<file path="config.mk">
export PLATFORM = sky130hd
export DESIGN_NAME = pc_sequencer_flat
export DESIGN_NICKNAME = d
export VERILOG_FILES = /design/src/rtl/pc_sequencer_pkg.sv /design/src/rtl/pc_sequencer_if.sv /design/src/rtl/pc_sequencer_redirect_buf.sv /design/src/rtl/pc_sequencer.sv /design/src/flat_wrapper.sv
export SDC_FILE = /design/constraint.sdc
export NUM_CORES = 1
export LEC_CHECK = 0
export BUFFER_PORTS_ARGS = -buffer_cell sky130_fd_sc_hd__buf_2
export CELL_PAD_IN_SITES_DETAIL_PLACEMENT = 1
export CELL_PAD_IN_SITES_GLOBAL_PLACEMENT = 1
export CORE_UTILIZATION = 40
export DETAILED_ROUTE_END_ITERATION = 6
export HOLD_SLACK_MARGIN = 0.02
export MAX_ROUTING_LAYER = met4
export PLACE_DENSITY = 0.86
export SLEW_MARGIN = 10
export SYNTH_ARGS = -nofsm -noshare
export SYNTH_HDL_FRONTEND = slang
export SYNTH_SLANG_ARGS = --single-unit
export TNS_END_PERCENT = 30
</file>
<file path="constraint.sdc">
create_clock -name clk -period 6.75 [get_ports clk]
set_input_delay 0.3375 -clock clk [delete_from_list [all_inputs] [get_ports clk]]
set_output_delay 0.3375 -clock clk [all_outputs]
set_load 0.05 [all_outputs]
</file>
<file path="src/rtl/pc_sequencer_pkg.sv">
// pc_sequencer_pkg: shared defines for the fetch PC sequencer.
// Contents: RESET_PC_DEFAULT (boot fetch address) and the sequencer state encoding.
package pc_sequencer_pkg;
   localparam logic [31:0] RESET_PC_DEFAULT = 32'h0000_3000;
   typedef enum logic [1:0] {IDLE, REQ, HOLD} state_t;
endpackage

</file>
<file path="src/rtl/pc_sequencer_if.sv">
// pc_sequencer_if: instruction-memory request bus between the PC sequencer and imem.
// Signals: imem_req (request), imem_addr (fetch address), imem_ready (memory accept).
// A transfer happens on a rising clk edge where imem_req and imem_ready are both 1.
// Modports: master = sequencer side, slave = memory side.
interface pc_sequencer_if;
   logic        imem_req;
   logic [31:0] imem_addr;
   logic        imem_ready;
   modport master (output imem_req, output imem_addr, input imem_ready);
   modport slave  (input imem_req, input imem_addr, output imem_ready);
endinterface

</file>
<file path="src/rtl/pc_sequencer_redirect_buf.sv">
// redirect_buf: one-entry pending redirect buffer for flushes that arrive while a request waits.
// Ports: clk, rst (async active-high), set/target_in (capture, latest wins),
//        clr (drop entry), valid/target (current entry).
module redirect_buf (
   input  logic        clk,
   input  logic        rst,
   input  logic        set,
   input  logic        clr,
   input  logic [31:0] target_in,
   output logic        valid,
   output logic [31:0] target
);
   always_ff @(posedge clk or posedge rst) begin
      if (rst) begin
         valid  <= 1'b0;
         target <= '0;
      end else if (set) begin
         valid  <= 1'b1;
         target <= target_in;
      end else if (clr) begin
         valid  <= 1'b0;
      end
   end
endmodule

</file>
<file path="src/rtl/pc_sequencer.sv">
// pc_sequencer: fetch-stage PC register and instruction-memory request sequencer.
// Ports: clk, rst (async active-high), stall (hold fetch), flush/flush_pc (redirect pulse),
//        npc_in (next PC computed from pc), pc (current fetch PC), imem (request bus, master),
//        if_valid/if_pc (IF/ID fetch register), addr_misalign (sticky misaligned-fetch flag).
// Option: define PC_SEQ_ALIGN_CHECK_EN to flag misaligned fetches and force imem_addr[1:0]=00.
module pc_sequencer
   import pc_sequencer_pkg::*;
#(
   parameter logic [31:0] RESET_PC = RESET_PC_DEFAULT
) (
   input  logic                  clk,
   input  logic                  rst,
   input  logic                  stall,
   input  logic                  flush,
   input  logic [31:0]           flush_pc,
   input  logic [31:0]           npc_in,
   output logic [31:0]           pc,
   pc_sequencer_if.master        imem,
   output logic                  if_valid,
   output logic [31:0]           if_pc,
   output logic                  addr_misalign
);
   state_t      state, state_d;
   logic [31:0] pc_d, if_pc_d, pend_pc;
   logic        if_valid_d, pend_valid, buf_set, buf_clr, xfer;

   assign xfer          = (state == REQ) && imem.imem_ready;
   assign imem.imem_req = (state == REQ);

   redirect_buf u_buf (
      .clk       (clk),
      .rst       (rst),
      .set       (buf_set),
      .clr       (buf_clr),
      .target_in (flush_pc),
      .valid     (pend_valid),
      .target    (pend_pc)
   );

   always_comb begin
      state_d    = state;
      pc_d       = pc;
      if_valid_d = if_valid;
      if_pc_d    = if_pc;
      buf_set    = 1'b0;
      buf_clr    = 1'b0;
      case (state)
         IDLE: begin
            state_d = REQ;
            if (flush) begin
               pc_d       = flush_pc;
               if_valid_d = 1'b0;
            end
         end
         REQ: begin
            if_valid_d = 1'b0;
            if (xfer) begin
               buf_clr = 1'b1;
               // a redirect (same-cycle or pending) turns this fetch into a discard
               if (flush)
                  pc_d = flush_pc;
               else if (pend_valid)
                  pc_d = pend_pc;
               else begin
                  if_valid_d = 1'b1;
                  if_pc_d    = pc;
                  if (stall)
                     state_d = HOLD;
                  else
                     pc_d = npc_in;
               end
            end else if (flush) begin
               // the outstanding request keeps its address; remember where to go afterwards
               buf_set = 1'b1;
            end
         end
         HOLD: begin
            if (flush) begin
               pc_d       = flush_pc;
               if_valid_d = 1'b0;
               state_d    = REQ;
            end else if (!stall) begin
               pc_d       = npc_in;
               if_valid_d = 1'b0;
               state_d    = REQ;
            end
         end
         default: state_d = IDLE;
      endcase
   end

   always_ff @(posedge clk or posedge rst) begin
      if (rst) begin
         state    <= IDLE;
         pc       <= RESET_PC;
         if_valid <= 1'b0;
         if_pc    <= '0;
      end else begin
         state    <= state_d;
         pc       <= pc_d;
         if_valid <= if_valid_d;
         if_pc    <= if_pc_d;
      end
   end

`ifdef PC_SEQ_ALIGN_CHECK_EN
   assign imem.imem_addr = {pc[31:2], 2'b00};
   always_ff @(posedge clk or posedge rst) begin
      if (rst)
         addr_misalign <= 1'b0;
      else if (xfer && (pc[1:0] != 2'b00))
         addr_misalign <= 1'b1;
   end
`else
   assign imem.imem_addr = pc;
   assign addr_misalign  = 1'b0;
`endif
endmodule

</file>
<file path="src/flat_wrapper.sv">
// flat-port wrapper written by rule: the top's interface ports become plain ports
module pc_sequencer_flat import pc_sequencer_pkg::*;
#(
   parameter logic [31:0] RESET_PC = RESET_PC_DEFAULT
)
  (clk, rst, stall, flush, flush_pc, npc_in, pc, if_valid, if_pc, addr_misalign, imem_imem_req, imem_imem_addr, imem_imem_ready);
  pc_sequencer_if imem_i ();
  input  logic clk;
  input  logic rst;
  input  logic stall;
  input  logic flush;
  input  logic [31:0] flush_pc;
  input  logic [31:0] npc_in;
  output logic [31:0] pc;
  output logic if_valid;
  output logic [31:0] if_pc;
  output logic addr_misalign;
  output wire logic [$bits(imem_i.imem_req)-1:0] imem_imem_req;
  output wire logic [$bits(imem_i.imem_addr)-1:0] imem_imem_addr;
  input wire logic [$bits(imem_i.imem_ready)-1:0] imem_imem_ready;
  assign imem_imem_req = imem_i.imem_req;
  assign imem_imem_addr = imem_i.imem_addr;
  assign imem_i.imem_ready = imem_imem_ready;
  pc_sequencer #(.RESET_PC(RESET_PC)) u_core (.clk(clk), .rst(rst), .stall(stall), .flush(flush), .flush_pc(flush_pc), .npc_in(npc_in), .pc(pc), .imem(imem_i), .if_valid(if_valid), .if_pc(if_pc), .addr_misalign(addr_misalign));
endmodule
</file>
# Yosys cells after proc, flatten, opt, wreduce, memory -nomap -nowiden
# Index checks and enable logic that the tools add are counted.
[totals]
ff_bits = 100
latchBits = 0
ram_bits = 0
mem_bits_ro = 0
inputBits = 69
output_inout_bits = 99
wordCells = 52
memories = 0
[classes]
add_sub_neg = 0
mul = 0
div = 0
order_cmp = 0
eq_ne = 8
n_shift = 0
mux = 28
n_bitwise = 2
n_reduce_logical = 8
[ops]
columns = ["operator", "n"]
rows = [
  ["32-bit two-way mux", 6],
  ["32-bit case mux with 3 select lines", 1],
  ["1-bit two-way mux", 13],
  ["2-bit two-way mux", 6],
  ["2-bit inequality test, second input constant", 4],
  ["2-bit case mux with 3 select lines", 1],
  ["3-bit AND reduction", 2],
  ["5-bit AND reduction", 1],
  ["4-bit AND reduction", 1],
  ["3-bit inequality test, second input constant", 1],
  ["1-bit case mux with 3 select lines", 1],
  ["3-bit nonzero test", 1],
  ["2-bit by 1-bit == test with 1-bit output, second input constant", 1],
  ["2-bit == test, second input constant", 1],
  ["2-bit logical NOT", 1],
  ["2-bit by 1-bit inequality test with 1-bit output, second input constant", 1],
  ["1-bit NOT", 2],
  ["2-bit nonzero test", 1],
  ["1-bit logical AND", 1],
]

# Longest topological paths before layout
# Gate-level depths: netlist of the first run.
[depth]
depth_word = 6
mapped_depth = 7
ltp_nobuf = 6

# By module
# Synthesis of the first run repeated with hierarchy kept, for this count alone.
[hier_totals]
hier_cells = 393
area_unflattened_um2 = 5037.3
[by_module_without_submodules]
columns = ["mod", "instances", "cells_each", "area_per_inst_um2", "seq_area_each_um2"]
rows = [
  ["pc_sequencer", 1, 321, 3656.0, 1679.1],
  ["redirect_buf", 1, 72, 1381.3, 825.8],
]

# Worst setup path before layout of the first run
# Ideal clock, no wire load.
[synth_timing]
path_kind = "flip-flop to flip-flop"
from = "reg u_core.state[1]"
to = "reg u_core.u_buf.target[10]"
setup_ns = 0.125
arrival_ns = 1.874
required_ns = 6.625
path_slack_ns = 4.751
stages_incl_launch_ff = 7
n_path_buf = 2
synth_period_minus_slack_ns = 1.999
cell_sequence = "dfrtp_1 -> inv_1 -> ha_1 -> and3_1 -> clkbuf_2 -> buf_6 -> mux2_2"
[synth_via]
elab_chain_cells = 4
[synth_rtl]
columns = ["item", "line", "text"]
rows = [
  ["start, declared", "pc_sequencer.sv:23", "state_t state, state_d;"],
  ["start signal, assigned", "pc_sequencer.sv:99", "state <= state_d;"],
  ["2-bit by 1-bit == test with 1-bit output *", "-", ""],
  ["via imem_imem_req", "flat_wrapper.sv:18", "output wire logic [$bits(imem_i.imem_req)-1:0] imem_imem_req;"],
  ["1-bit logical AND", "pc_sequencer.sv:27", "assign xfer = (state == REQ) && imem.imem_ready;"],
  ["1-bit two-way mux", "pc_sequencer.sv:57", "if (xfer) begin"],
  ["1-bit two-way mux *", "pc_sequencer.sv:47", "case (state)"],
  ["end signal, assigned", "pc_sequencer_redirect_buf.sv:19", "target <= target_in;"],
  ["end, declared", "pc_sequencer_redirect_buf.sv:11", "output logic [31:0] target"],
]
# Mark *: on every way through the listed nets, which the timed path passes. The rest lies on a longest branch.
# A chain may end at the register's enable or synchronous reset.

# Worst setup path after layout of the first run
[layout_timing]
from = "reg u_core.state[1]"
to = "reg u_core.if_pc[12]"
[layout_via]
elab_chain_cells = 3
[layout_rtl]
columns = ["item", "line", "text"]
rows = [
  ["2-bit by 1-bit == test with 1-bit output *", "pc_sequencer.sv:27, pc_sequencer.sv:47", ""],
  ["1-bit logical AND", "pc_sequencer.sv:27", ""],
  ["4-bit AND reduction (no source line) *", "-", ""],
  ["end signal, assigned", "pc_sequencer.sv:102", "if_pc <= if_pc_d;"],
  ["end, declared", "pc_sequencer.sv:20", "output logic [31:0] if_pc,"],
]
# Mark *: on every way between the ends. The rest lies on a longest branch, timed or not.

==> results.cfg, run 1 <==
[run_status]
outcome = finished clean

[floorplan]
die_h_um = 113
core_region_area_um2 = 12000
core.rowCount = 40
floorplan.initialDensity = 0.409
die_width_um = 113
num_io_pins = 168
floorplan.die_area_um2 = 12700

[setup_path]
worstSetupStartpointType = flip-flop
critical_path_class = reg -> reg
critical_path.max_fanout = 17
endpoint_type_of_the_worst_setup_path = flip-flop
worstReg2RegStart = u_core.state[1]
worst_r2r_endpoint = u_core.if_pc[12]
r2r.worst_path.cells = 6
reg2reg_setup_slack_ns = 4.10
critPathArrivalTime_ns = 2.89
critical_path_required_ns = 6.99

[global_route]
gr-total-overflow = 0
via_count_of_the_first_global_routing_pass = 4086
globalRouteTotalUtil = 0.235
grt_max_degree = 54
wire_length_of_the_first_global_routing_pass_mm = 22.0
antenna_found_initial = 0

[sta]
finalSetupViolations = 0
max_freq_mhz = 377
fin_worst_skew_ns = 0.00787
post-route-period-util = 0.393
relSlewSlack = 0.320
timing.hold.ws_ns = 0.0412
grt_setup_unrepaired = false
timing.final.crit_period_ns = 2.65
worst_slew_pin_slew_ns = 1.02
timing_max_transition_violations_final = 0
finalSetupTns_ns = 0
hold_viol_final = 0

[clock_tree]
postCtsResizedCells = 0
tritoncts_num_sinks = 100
ctsRootBufferMaster = sky130_fd_sc_hd__clkbuf_16
tritoncts = yes
postCtsSetupRepairBufs = 0
worst_skew_pair.late_latency_ns = 0.35
clk_pin_slew_worst_paths_ns = 0.07
hold_fix_buffer_count_after_cts = 0
h_tree_depth_reported_by_cts = 3
cts-root-to-sink-buffers = 2
cts_made_buffers = 9

[final_layout]
insertedDiodeCount = 0
layout-drive-gt1-share = 0.499
num-nets-final = 588
areaGrowthSynthToFinish_pct = 19.7

[detailed_routing]
vias_per_instance = 5.52
antenna_left = 0
avgRoutedWirePerCell_um = 20.4
met3_length_um = 630
wirelength_mm = 13.6
routed-wl-met2_mm = 6.98
drtPass1Iterations = 4
highest_layer = met4
detailedRoute.firstIterationViolations = 194
dr_total_vias = 3674
drc = 0
wl_met1_mm = 5.78

[logic_synthesis]
synth-edff-count = 0
netlist_area_um2 = 4890
postSynthAreaPerCell_um2 = 12.5
netlist_instances = 391
asyncSetResetFlopFracSynth = 1.00
synth_common_cells = sky130_fd_sc_hd__dfrtp_1 (98), sky130_fd_sc_hd__mux2_2 (64), sky130_fd_sc_hd__buf_4 (36)
synth_most_common_cell = sky130_fd_sc_hd__dfrtp_1
synth_area_leader_cell = sky130_fd_sc_hd__dfrtp_1
ys_seq_elements = 100
yosysWarningCount = 0
synth_cell_types = 30
synth.area.top_cells = sky130_fd_sc_hd__dfrtp_1 (50%), sky130_fd_sc_hd__mux2_2 (15%), sky130_fd_sc_hd__mux2i_1 (6.8%)
synth-main-ff-cell = sky130_fd_sc_hd__dfrtp_1
synth.net_count = 465
synth_top_cell_area_share = 0.502
synth-seq-area-share = 0.512

[hold_path]
worstHoldPathType = in -> async

[placement]
half_perimeter_wire_length_of_the_detailed_placement_result_mm = 9.43
port_buffers = 166
finalWeightedCongestion = 0.734

[job]
number_of_maximum_capacitance_violations = 0
[layout make-up]
type | instances | area [um^2]
Sequential cell | 100 | 2500
Fill cell | 1288 | 6110
Inverter | 7 | 28.8
Clock buffer | 11 | 243
Multi-Input combinational cell | 223 | 1970
Clock inverter | 5 | 37.5
Tap cell | 147 | 184
Timing Repair Buffer | 173 | 883
[state kept, by name, summed over array words and instances (netlist names)]
register	count
u_core.u_buf.target	32
u_core.u_buf.valid	1
u_core.if_pc	32
u_core.if_valid	1
u_core.state	2
u_core.imem.imem_addr	32
[cell usage in the layout, fill, tap and decap left out, drive strengths merged, types with 2 or more instances in the layout]
master    count
a21boi        2
a21oi         4
a22oi        32
a2bb2oi      32
buf         173
clkbuf       11
clkinv        3
clkinvlp      2
dfrtp        98
dfstp         2
ha            5
inv           7
mux2         65
mux2i        33
nand2         3
nand2b        2
o21ai        35
[layer usage]
metal | GRT usage | up-vias
met3 | 0.0540 | 17
met2 | 0.402 | 118
met5 | - | -
met4 | 0.0729 | 0
li1 | - | 1646
met1 | 0.273 | 1893
[worst max-delay path, cell delays in order, from the launching register on]
cell,delay [ns]
sky130_fd_sc_hd__dfrtp_1,0.41
sky130_fd_sc_hd__inv_1,0.13
sky130_fd_sc_hd__ha_1,0.33
sky130_fd_sc_hd__nand2_1,0.17
sky130_fd_sc_hd__nor3_4,0.71
sky130_fd_sc_hd__buf_4,0.40
sky130_fd_sc_hd__mux2_2,0.37
[logic make-up after synthesis]
group,share of synthesized area
AO/OA/AOI/OAI,0.155
adder cells (fa/ha/maj),0.0128
buffers and inverters,0.0885
flip-flops,0.512
multiplexers,0.218
other,0.000767
AND/OR/NAND/NOR,0.0125
[metrics by stage]
step / setup WS [ns] / std cells / area (um^2) / util
after detailed placement: 4.05 / 650 / 5570 / 0.466
after floorplan: 3.80 / 391 / 4890 / -
after global placement: 4.23 / 650 / 5570 / 0.466
after global routing: 3.86 / 666 / 5850 / 0.489
after CTS: 4.05 / 666 / 5850 / 0.489
final: 4.10 / 666 / 5850 / 0.489
[worst max-delay path by stage]
stage               startpoint                to  slack, ns
2_1_floorplan              rst   u_core.if_pc[0]       3.80
3_3_place_gp   u_core.state[1]  u_core.if_pc[21]       4.23
3_5_place_dp   u_core.state[1]  u_core.if_pc[28]       4.05
4_1_cts        u_core.state[1]  u_core.if_pc[12]       4.05
5_1_grt        u_core.state[1]  u_core.if_pc[29]       3.86
6_report       u_core.state[1]  u_core.if_pc[12]       4.10
Power of run 1 is left out: the tool's default activity adds up to more than one toggle a clock period on the data nets, which glitch-free logic cannot reach.
==> run 2: changes to the inputs <==
Settings changed: CORE_UTILIZATION 40 to 35, PLACE_DENSITY 0.86 to 0.8.
Clock period 6.75 ns to 2.13 ns, I/O delays scaled along.
==> results.cfg, run 2 (synthesis results as in run 1) <==
[run_status]
outcome = finished clean

[sta]
max_freq_mhz = 523
grt_setup_unrepaired = false
hold_viol_final = 0
timing.final.crit_period_ns = 1.91
relSlewSlack = 0.642
post-route-period-util = 0.898
timing.hold.ws_ns = 0.0327
timing_max_transition_violations_final = 0
worst_slew_pin_slew_ns = 0.537
finalSetupViolations = 0
finalSetupTns_ns = 0
fin_worst_skew_ns = 0.00730

[final_layout]
num-nets-final = 631
layout-drive-gt1-share = 0.485
layout.filler_cells = 1480
mostFrequentLayoutCells = sky130_fd_sc_hd__buf_2 (166), sky130_fd_sc_hd__dfrtp_1 (98), sky130_fd_sc_hd__mux2_2 (64)
areaGrowthSynthToFinish_pct = 30.1
mostFrequentLayoutCell = sky130_fd_sc_hd__buf_2

[job]
number_of_maximum_capacitance_violations = 0

[global_route]
via_count_of_the_first_global_routing_pass = 4381
antenna_found_initial = 1
wire_length_of_the_first_global_routing_pass_mm = 23.2
grt_max_degree = 53
globalRouteTotalUtil = 0.216
gr-total-overflow = 0

[setup_path]
worstReg2RegStart = u_core.state[1]
timing.critical_path.to = u_core.imem.imem_addr[5]
reg2reg_setup_slack_ns = 0.22
critical_path.max_fanout = 15
worst_r2r_endpoint = u_core.imem.imem_addr[5]
critical_path_required_ns = 2.36
worstSetupStartpointType = flip-flop
critical_path_class = reg -> reg
critPathArrivalTime_ns = 2.14
endpoint_type_of_the_worst_setup_path = flip-flop
crit_path_start = u_core.state[1]
r2r.worst_path.cells = 7

[floorplan]
floorplan.die_area_um2 = 14400
floorplan.initialDensity = 0.363
die_h_um = 120
die_width_um = 120
num_io_pins = 168
core.rowCount = 42
core_region_area_um2 = 13500

[detailed_routing]
drtPass1Iterations = 4
dr_total_vias = 3906
avgRoutedWirePerCell_um = 19.3
vias_per_instance = 5.29
antenna_left = 0
wirelength_mm = 14.2
drc = 0
detailedRoute.firstIterationViolations = 214

[clock_tree]
h_tree_depth_reported_by_cts = 3
tritoncts_num_sinks = 100
ctsRootBufferMaster = sky130_fd_sc_hd__clkbuf_16
postCtsSetupRepairBufs = 0
clk_pin_slew_worst_paths_ns = 0.07
cts_made_buffers = 9
worst_skew_pair.late_latency_ns = 0.36
cts-root-to-sink-buffers = 2
tritoncts = yes

[hold_path]
worst_hold_startpoint = flush_pc[27]
worstHoldPathType = in -> reg

[placement]
port_buffers = 166
half_perimeter_wire_length_of_the_detailed_placement_result_mm = 9.66
finalWeightedCongestion = 0.808
[run 2: changes by cell type in the layout (fill, tap and decap cells not counted), moves of 2 or more]
cell                            change
sky130_fd_sc_hd__bufinv_16          +2
sky130_fd_sc_hd__dlygate4sd3_1     +32
sky130_fd_sc_hd__buf_12             +2
sky130_fd_sc_hd__buf_4              +9
sky130_fd_sc_hd__ha_1               -2
sky130_fd_sc_hd__ha_2               +2
[run 2: layout make-up]
cell class | count | area [um^2] | share of cell area
Timing Repair Buffer | 216 | 1310 | 0.206
Tap cell | 176 | 220 | 0.0346
Clock inverter | 5 | 86.3 | 0.0136
Sequential cell | 100 | 2500 | 0.394
Clock buffer | 10 | 229 | 0.0360
Multi-Input combinational cell | 223 | 1980 | 0.311
Inverter | 7 | 30.0 | 0.00472
Antenna cell | 1 | 2.50 | 0.000393
[run 2: worst min-delay path by stage]
stage | cells after the start | slack, ns | endpoint
detailed placement | 2 | 0.07 | u_core.u_buf.target[10]
global placement | 2 | 0.06 | u_core.u_buf.target[10]
CTS | 2 | 0.02 | u_core.u_buf.target[27]
global route | 2 | 0.03 | u_core.u_buf.target[28]
floorplan | 1 | 0.20 | u_core.u_buf.valid
finish | 2 | 0.03 | u_core.u_buf.target[27]
[run 2: through the flow]
step / instances / setup WS [ns] / instance area, um^2 / util
finish: 738 / 0.217 / 6360 / 0.473
global route: 738 / 0.0492 / 6360 / 0.473
CTS: 737 / 0.0728 / 6350 / 0.472
detailed placement: 690 / 0.117 / 5720 / 0.425
global placement: 690 / 0.210 / 5720 / 0.425
floorplan: 391 / 0.131 / 4890 / -
[run 2: layer usage]
| layer | vias to the layer above | track usage | wire length [um] |
|---|---|---|---|
| li1 | 1740 | - | - |
| met1 | 1995 | 0.257 | 6060 |
| met5 | - | - | 0 |
| met3 | 30 | 0.0514 | 766 |
| met4 | 0 | 0.0945 | 363 |
| met2 | 141 | 0.350 | 7020 |
[run 2: what timing repair did]
item,4_1_cts,5_1_grt
resized for setup,0,3
endpoints found under the setup margin,0,24
hold endpoints to repair,110,0
hold buffers,32,0
[run 2: critical path, cell delays in order (launching register included)]
cell                       delay, ns
sky130_fd_sc_hd__dfrtp_1        0.41
sky130_fd_sc_hd__inv_1          0.11
sky130_fd_sc_hd__ha_2           0.24
sky130_fd_sc_hd__o21a_1         0.19
sky130_fd_sc_hd__o2111a_2       0.33
sky130_fd_sc_hd__buf_4          0.22
sky130_fd_sc_hd__a22oi_1        0.17
sky130_fd_sc_hd__o21ai_0        0.12
Power of run 2 is left out for the same reason.
